[config.mk]
export PLATFORM = sky130hd
export DESIGN_NAME = ring_osc_meas_ctrl
export DESIGN_NICKNAME = d
export VERILOG_FILES = /design/src/rtl/ring_osc_meas_ctrl.sv
export SDC_FILE = /design/constraint.sdc
export NUM_CORES = 1
export LEC_CHECK = 0
export ABC_AREA = 1
export ABC_CLOCK_PERIOD_IN_PS = 2350
export BUFFER_PORTS_ARGS = -buffer_cell sky130_fd_sc_hd__buf_2
export CORE_MARGIN = 1
export CORE_UTILIZATION = 62
export CTS_BUF_LIST = sky130_fd_sc_hd__clkbuf_16
export DETAILED_ROUTE_END_ITERATION = 8
export PLACE_DENSITY_LB_ADDON = 0.12
export SYNTH_ARGS = -nofsm -noshare
export SYNTH_HDL_FRONTEND = slang
export SYNTH_SLANG_ARGS = --single-unit
[constraint.sdc]
create_clock -name CLK -period 2.35 [get_ports CLK]
set_input_delay 0.1175 -clock CLK [delete_from_list [all_inputs] [get_ports CLK]]
set_output_delay 0.1175 -clock CLK [all_outputs]
set_load 0.05 [all_outputs]
[src/rtl/ring_osc_meas_ctrl.sv]
// Sequential ring-oscillator frequency meter: enables one oscillator at a time,
// lets it settle, counts synchronized rising edges over a fixed gate window and reports the count.
module ring_osc_meas_ctrl #(
  parameter int N_OSC         = 8,
  parameter int CNT_W         = 16,
  parameter int GATE_CYCLES   = 12000,
  parameter int SETTLE_CYCLES = 16,
  localparam int IDX_W        = (N_OSC > 1) ? $clog2(N_OSC) : 1
) (
  input  logic             CLK,
  input  logic             RST,
  input  logic [N_OSC-1:0] ring_in,
  input  logic [N_OSC-1:0] chan_mask,
  input  logic             start,
  input  logic             continuous,
  output logic [N_OSC-1:0] osc_en,
  output logic             busy,
  output logic [CNT_W-1:0] result,
  output logic [IDX_W-1:0] result_idx,
  output logic             result_ovf,
  output logic             result_valid
);

  localparam int TMR_MAX = (GATE_CYCLES > SETTLE_CYCLES) ? GATE_CYCLES : SETTLE_CYCLES;
  localparam int TMR_W   = $clog2(TMR_MAX + 1);
  localparam logic [CNT_W-1:0] CNT_MAX = '1;

  typedef enum logic [1:0] {IDLE, SETTLE, GATE, STORE} state_e;

  state_e             state_q, state_d;
  logic [N_OSC-1:0]   mask_q, mask_d;
  logic [IDX_W-1:0]   sel_q, sel_d;
  logic [TMR_W-1:0]   tmr_q, tmr_d;
  logic [CNT_W-1:0]   cnt_q, cnt_d;
  logic               ovf_q, ovf_d;
  logic [1:0]         sync_q, sync_d;
  logic               hist_q, hist_d;
  logic [CNT_W-1:0]   res_q, res_d;
  logic [IDX_W-1:0]   res_idx_q, res_idx_d;
  logic               res_ovf_q, res_ovf_d;

  logic               start_hit, next_hit, tmr_done, rise;
  logic [IDX_W-1:0]   start_idx, wrap_idx, next_idx;

  // Downward scans leave the lowest qualifying index as the final assignment.
  always_comb begin
    start_hit = 1'b0;
    next_hit  = 1'b0;
    start_idx = '0;
    wrap_idx  = '0;
    next_idx  = '0;
    for (int i = N_OSC - 1; i >= 0; i--) begin
      if (chan_mask[i]) begin
        start_hit = 1'b1;
        start_idx = IDX_W'(i);
      end
      if (mask_q[i]) wrap_idx = IDX_W'(i);
      if (mask_q[i] && i > int'(sel_q)) begin
        next_hit = 1'b1;
        next_idx = IDX_W'(i);
      end
    end
  end

  assign tmr_done = ((state_q == SETTLE) && (tmr_q == TMR_W'(SETTLE_CYCLES - 1))) ||
                    ((state_q == GATE)   && (tmr_q == TMR_W'(GATE_CYCLES - 1)));
  assign rise     = sync_q[1] & ~hist_q;

  // NOTE: state updates use non-blocking assignments so every flop samples pre-edge values.
  always_ff @(posedge CLK) begin
    if (RST) state_q <= IDLE;
    else     state_q <= state_d;
  end

  always_comb begin
    state_d = state_q;
    unique case (state_q)
      IDLE:    if (start && start_hit) state_d = SETTLE;
      SETTLE:  if (tmr_done) state_d = GATE;
      GATE:    if (tmr_done) state_d = STORE;
      STORE:   state_d = (next_hit || continuous) ? SETTLE : IDLE;
      default: state_d = IDLE;
    endcase
  end

  always_comb begin
    osc_en = '0;
    if (state_q != IDLE) osc_en[sel_q] = 1'b1;
    busy         = (state_q != IDLE);
    result_valid = (state_q == STORE);
  end

  // NOTE: every comb output gets a default first so no path leaves a latch behind.
  always_comb begin
    mask_d    = mask_q;
    sel_d     = sel_q;
    cnt_d     = cnt_q;
    ovf_d     = ovf_q;
    res_d     = res_q;
    res_idx_d = res_idx_q;
    res_ovf_d = res_ovf_q;
    sync_d    = {sync_q[0], ring_in[sel_q]};
    // Tracking the synchronized level every cycle primes the history flop when the gate opens.
    hist_d    = sync_q[1];
    tmr_d     = '0;
    if ((state_q == SETTLE || state_q == GATE) && !tmr_done) tmr_d = tmr_q + TMR_W'(1);

    unique case (state_q)
      IDLE: begin
        if (start && start_hit) begin
          mask_d = chan_mask;
          sel_d  = start_idx;
        end
      end
      GATE: begin
        if (rise) begin
          if (cnt_q == CNT_MAX) ovf_d = 1'b1;
          else                  cnt_d = cnt_q + CNT_W'(1);
        end
        // Capture includes an edge seen on the final gate cycle.
        if (tmr_done) begin
          res_d     = cnt_d;
          res_ovf_d = ovf_d;
          res_idx_d = sel_q;
        end
      end
      STORE: begin
        cnt_d = '0;
        ovf_d = 1'b0;
        sel_d = next_hit ? next_idx : wrap_idx;
      end
      default: ;
    endcase
  end

  always_ff @(posedge CLK) begin
    if (RST) begin
      mask_q    <= '0;
      sel_q     <= '0;
      tmr_q     <= '0;
      cnt_q     <= '0;
      ovf_q     <= 1'b0;
      sync_q    <= '0;
      hist_q    <= 1'b0;
      res_q     <= '0;
      res_idx_q <= '0;
      res_ovf_q <= 1'b0;
    end else begin
      mask_q    <= mask_d;
      sel_q     <= sel_d;
      tmr_q     <= tmr_d;
      cnt_q     <= cnt_d;
      ovf_q     <= ovf_d;
      sync_q    <= sync_d;
      hist_q    <= hist_d;
      res_q     <= res_d;
      res_idx_q <= res_idx_d;
      res_ovf_q <= res_ovf_d;
    end
  end

  assign result     = res_q;
  assign result_idx = res_idx_q;
  assign result_ovf = res_ovf_q;

endmodule

==> results.sh <==
export IMPL_status="finished, final reports clean"
export IMPL_drtIter0Drc=230
export IMPL_power_density_nw_per_um2=944
export IMPL_crit_arrival_ns=2.19
export IMPL_grt_pass1_vias=3498
export IMPL_rsz0062_at_grt="false"
export IMPL_regToRegSetupSlack_ns=0.39
export IMPL_antennaDiodeCount=0
export IMPL_cts_made_buffers=9
export IMPL_area_growth_pct=16.3
export IMPL_synth_flop_cell="dfxtp_1"
export IMPL_ys_seq_area_frac=0.366
export IMPL_max_cap_violations=0
export IMPL_r2r_start="state_q[0]"
export IMPL_fin_tns_setup_ns=0
export IMPL_setup_viol=0
export IMPL_place_area_sq_um=3950
export IMPL_gp_congestion=0.885
export IMPL_ir_worst_vdd_mv=0.581
export IMPL_fin_crit_sh=0.836
export IMPL_final_nets=610
export IMPL_postCtsHoldBufs=0
export IMPL_crit_type="register to register"
export IMPL_ys_top_cells_by_area="dfxtp_1 (37%), nand2_1 (11%), a21oi_1 (7.1%)"
export IMPL_ctsLongestPathBuffers=2
export IMPL_portBuffers=49
export IMPL_clockRootBuffer="clkbuf_16"
export IMPL_ctsResizeCount=0
export IMPL_drive_gt1_frac=0.182
export IMPL_viasPerCell=5.48
export IMPL_cp_max_fo=25
export IMPL_stdcell_count=660
export IMPL_drc=0
export IMPL_dp_cells=644
export IMPL_slew_headroom=0.653
export IMPL_fmax_ghz=0.509
export IMPL_die_y_microns=78.8
export IMPL_cts_max_level=3
export IMPL_hold_violations=0
export IMPL_r2r_end="result[11]"
export IMPL_ant_nets=0
export IMPL_crit_path_end_kind="register"
export IMPL_dieArea_sq_um=6220
export IMPL_cp_startpoint="state_q[0]"
export IMPL_slew_violations=0
export IMPL_cts_clk_slew_worst_paths_ns=0.05
export IMPL_design_area_sq_um=4260
export IMPL_rows=27
export IMPL_io_pins=50
export IMPL_cts_setup_buffers=0
export IMPL_total_power_mw=4.02
export IMPL_clk_latency_ns=0.32
export IMPL_layout_commonest_cell="nand2_1"
export IMPL_grt_usage=0.302
export IMPL_vias=3618
export IMPL_synth_nets=561
export IMPL_critPathLaunchType="register"
export IMPL_synth_area_sq_um=3660
export IMPL_min_path_type="input port to register"
export IMPL_grt_max_degree=30
export IMPL_synth_edf_count=0
export IMPL_synthCells=534
export IMPL_reg2regPathDepth=12
export IMPL_initial_core_util=0.653
export IMPL_p_leak_nw=1.88
export IMPL_ys_ff_latch=67
export IMPL_wl_per_cell_microns=13.2
export IMPL_grt_pass1_wl_microns=14900
export IMPL_fin_skew_ns=0.00418
export IMPL_syn_area_per_cell_sq_um=6.86
export IMPL_worst_pin_slew_ns=0.519
export IMPL_hold_end="mask_q[2]"
export IMPL_cts_tree="yes"
export IMPL_hold_path_depth=3
export IMPL_final_util=0.759
export IMPL_numClockSinks=67
export IMPL_antenna_found_initial=0
export IMPL_worst_ep_required_time_ns=2.57
export IMPL_async_reset_ff_frac=0
export IMPL_synth_top_area_share=0.366
export IMPL_grt_overflow=0
export IMPL_most_common_layout_cells="nand2_1 (106), dfxtp_1 (67), nor2_1 (64)"
export IMPL_fin_crit_ns=1.96
export IMPL_hpwl_microns=5930
export IMPL_min_delay_start="chan_mask[2]"
export IMPL_yosysUniqueCellTypes=38
export IMPL_routed_wl_microns=8680
export IMPL_die_w_microns=78.8
export IMPL_yosys_warnings=0
export IMPL_firstDrtPassIters=5
export IMPL_core_area_sq_um=5610
export IMPL_synth_top_area_cell="dfxtp_1"
==> metal layers <==
layer,GRT usage,vias up,wire length (microns)
li1,-,1837,-
met1,0.349,1649,3680
met2,0.550,107,4450
met3,0.0483,25,360
met4,0.127,0,193
met5,0,-,0
==> cells by family after synthesis <==
family | after synthesis | synth area share
XOR/XNOR | 16 | 0.0383
AND/OR/NAND/NOR | 268 | 0.341
adder cells (fa/ha/maj) | 7 | 0.0239
AO/OA/AOI/OAI | 98 | 0.142
flip-flops | 67 | 0.366
buffers and inverters | 78 | 0.0889
==> registers in the layout (all words and copies together), names as in the netlist, 2 cells and up <==
| name | cells |
|---|---|
| mask_q | 8 |
| result | 16 |
| state_q | 2 |
| result_idx | 3 |
| sync_q | 2 |
| sel_q | 3 |
| cnt_q | 16 |
| tmr_q | 14 |
==> synth_stat cells, types with 5 or more instances <==
cell type  instances
nor3_1             9
a21oi_1           52
ha_1               7
dfxtp_1           67
nor2_2            11
nand4_1            6
nand2_2            8
nor2_1            64
nand2_1          106
xor2_1            15
inv_1             58
nand3_1           42
buf_2              6
or2_2              7
o21ai_0           19
clkbuf_1           6
o21ai_1           16
a211oi_1           5
==> through the flow <==
step | setup slack, ns | hold slack, ns
2_1_floorplan | 0.321 | 0.307
3_3_place_gp | 0.527 | 0.391
3_5_place_dp | 0.442 | 0.395
4_1_cts | 0.392 | 0.116
5_1_grt | 0.225 | 0.141
6_report | 0.386 | 0.119
==> power breakdown <==
| part | internal, mW | switching, mW | total, mW |
|---|---|---|---|
| clock network | 0.915 | 0.476 | 1.39 |
| logic | 0.393 | 0.885 | 1.28 |
| registers | 1.25 | 0.109 | 1.35 |
==> area by class of cell <==
| class | instances | area, sq um |
|---|---|---|
| fillers | 461 | 1350 |
| flip-flops and latches | 67 | 1340 |
| repair buffers | 55 | 290 |
| multi-input cells | 389 | 1990 |
| inverters | 61 | 234 |
| clock inverters | 7 | 83.8 |
| clock buffers | 9 | 225 |
| well taps | 72 | 90.1 |
==> critical path, stage by stage (launching register included) <==
cell and delay (ns):
dfxtp_1 0.40, inv_1 0.12, ha_1 0.31, nand3_1 0.13, nor2_2 0.05, nand2_2 0.08
nand2_2 0.07, nand2_4 0.19, clkinv_4 0.22, nor2_1 0.13, nor2_1 0.06, nand2_1 0.08
inv_1 0.04
==> how the worst max path moves through the flow <==
stage                       endpoint  slack (ns)  cells past startpoint
after floorplan            osc_en[4]        0.32                      5
after global placement    result[11]        0.53                     12
after detailed placement  result[11]        0.44                     12
after CTS                 result[11]        0.39                     12
after global routing        sel_q[2]        0.22                      6
final                     result[11]        0.39                     12
No activity file was read; power rests on OpenSTA's default activity.
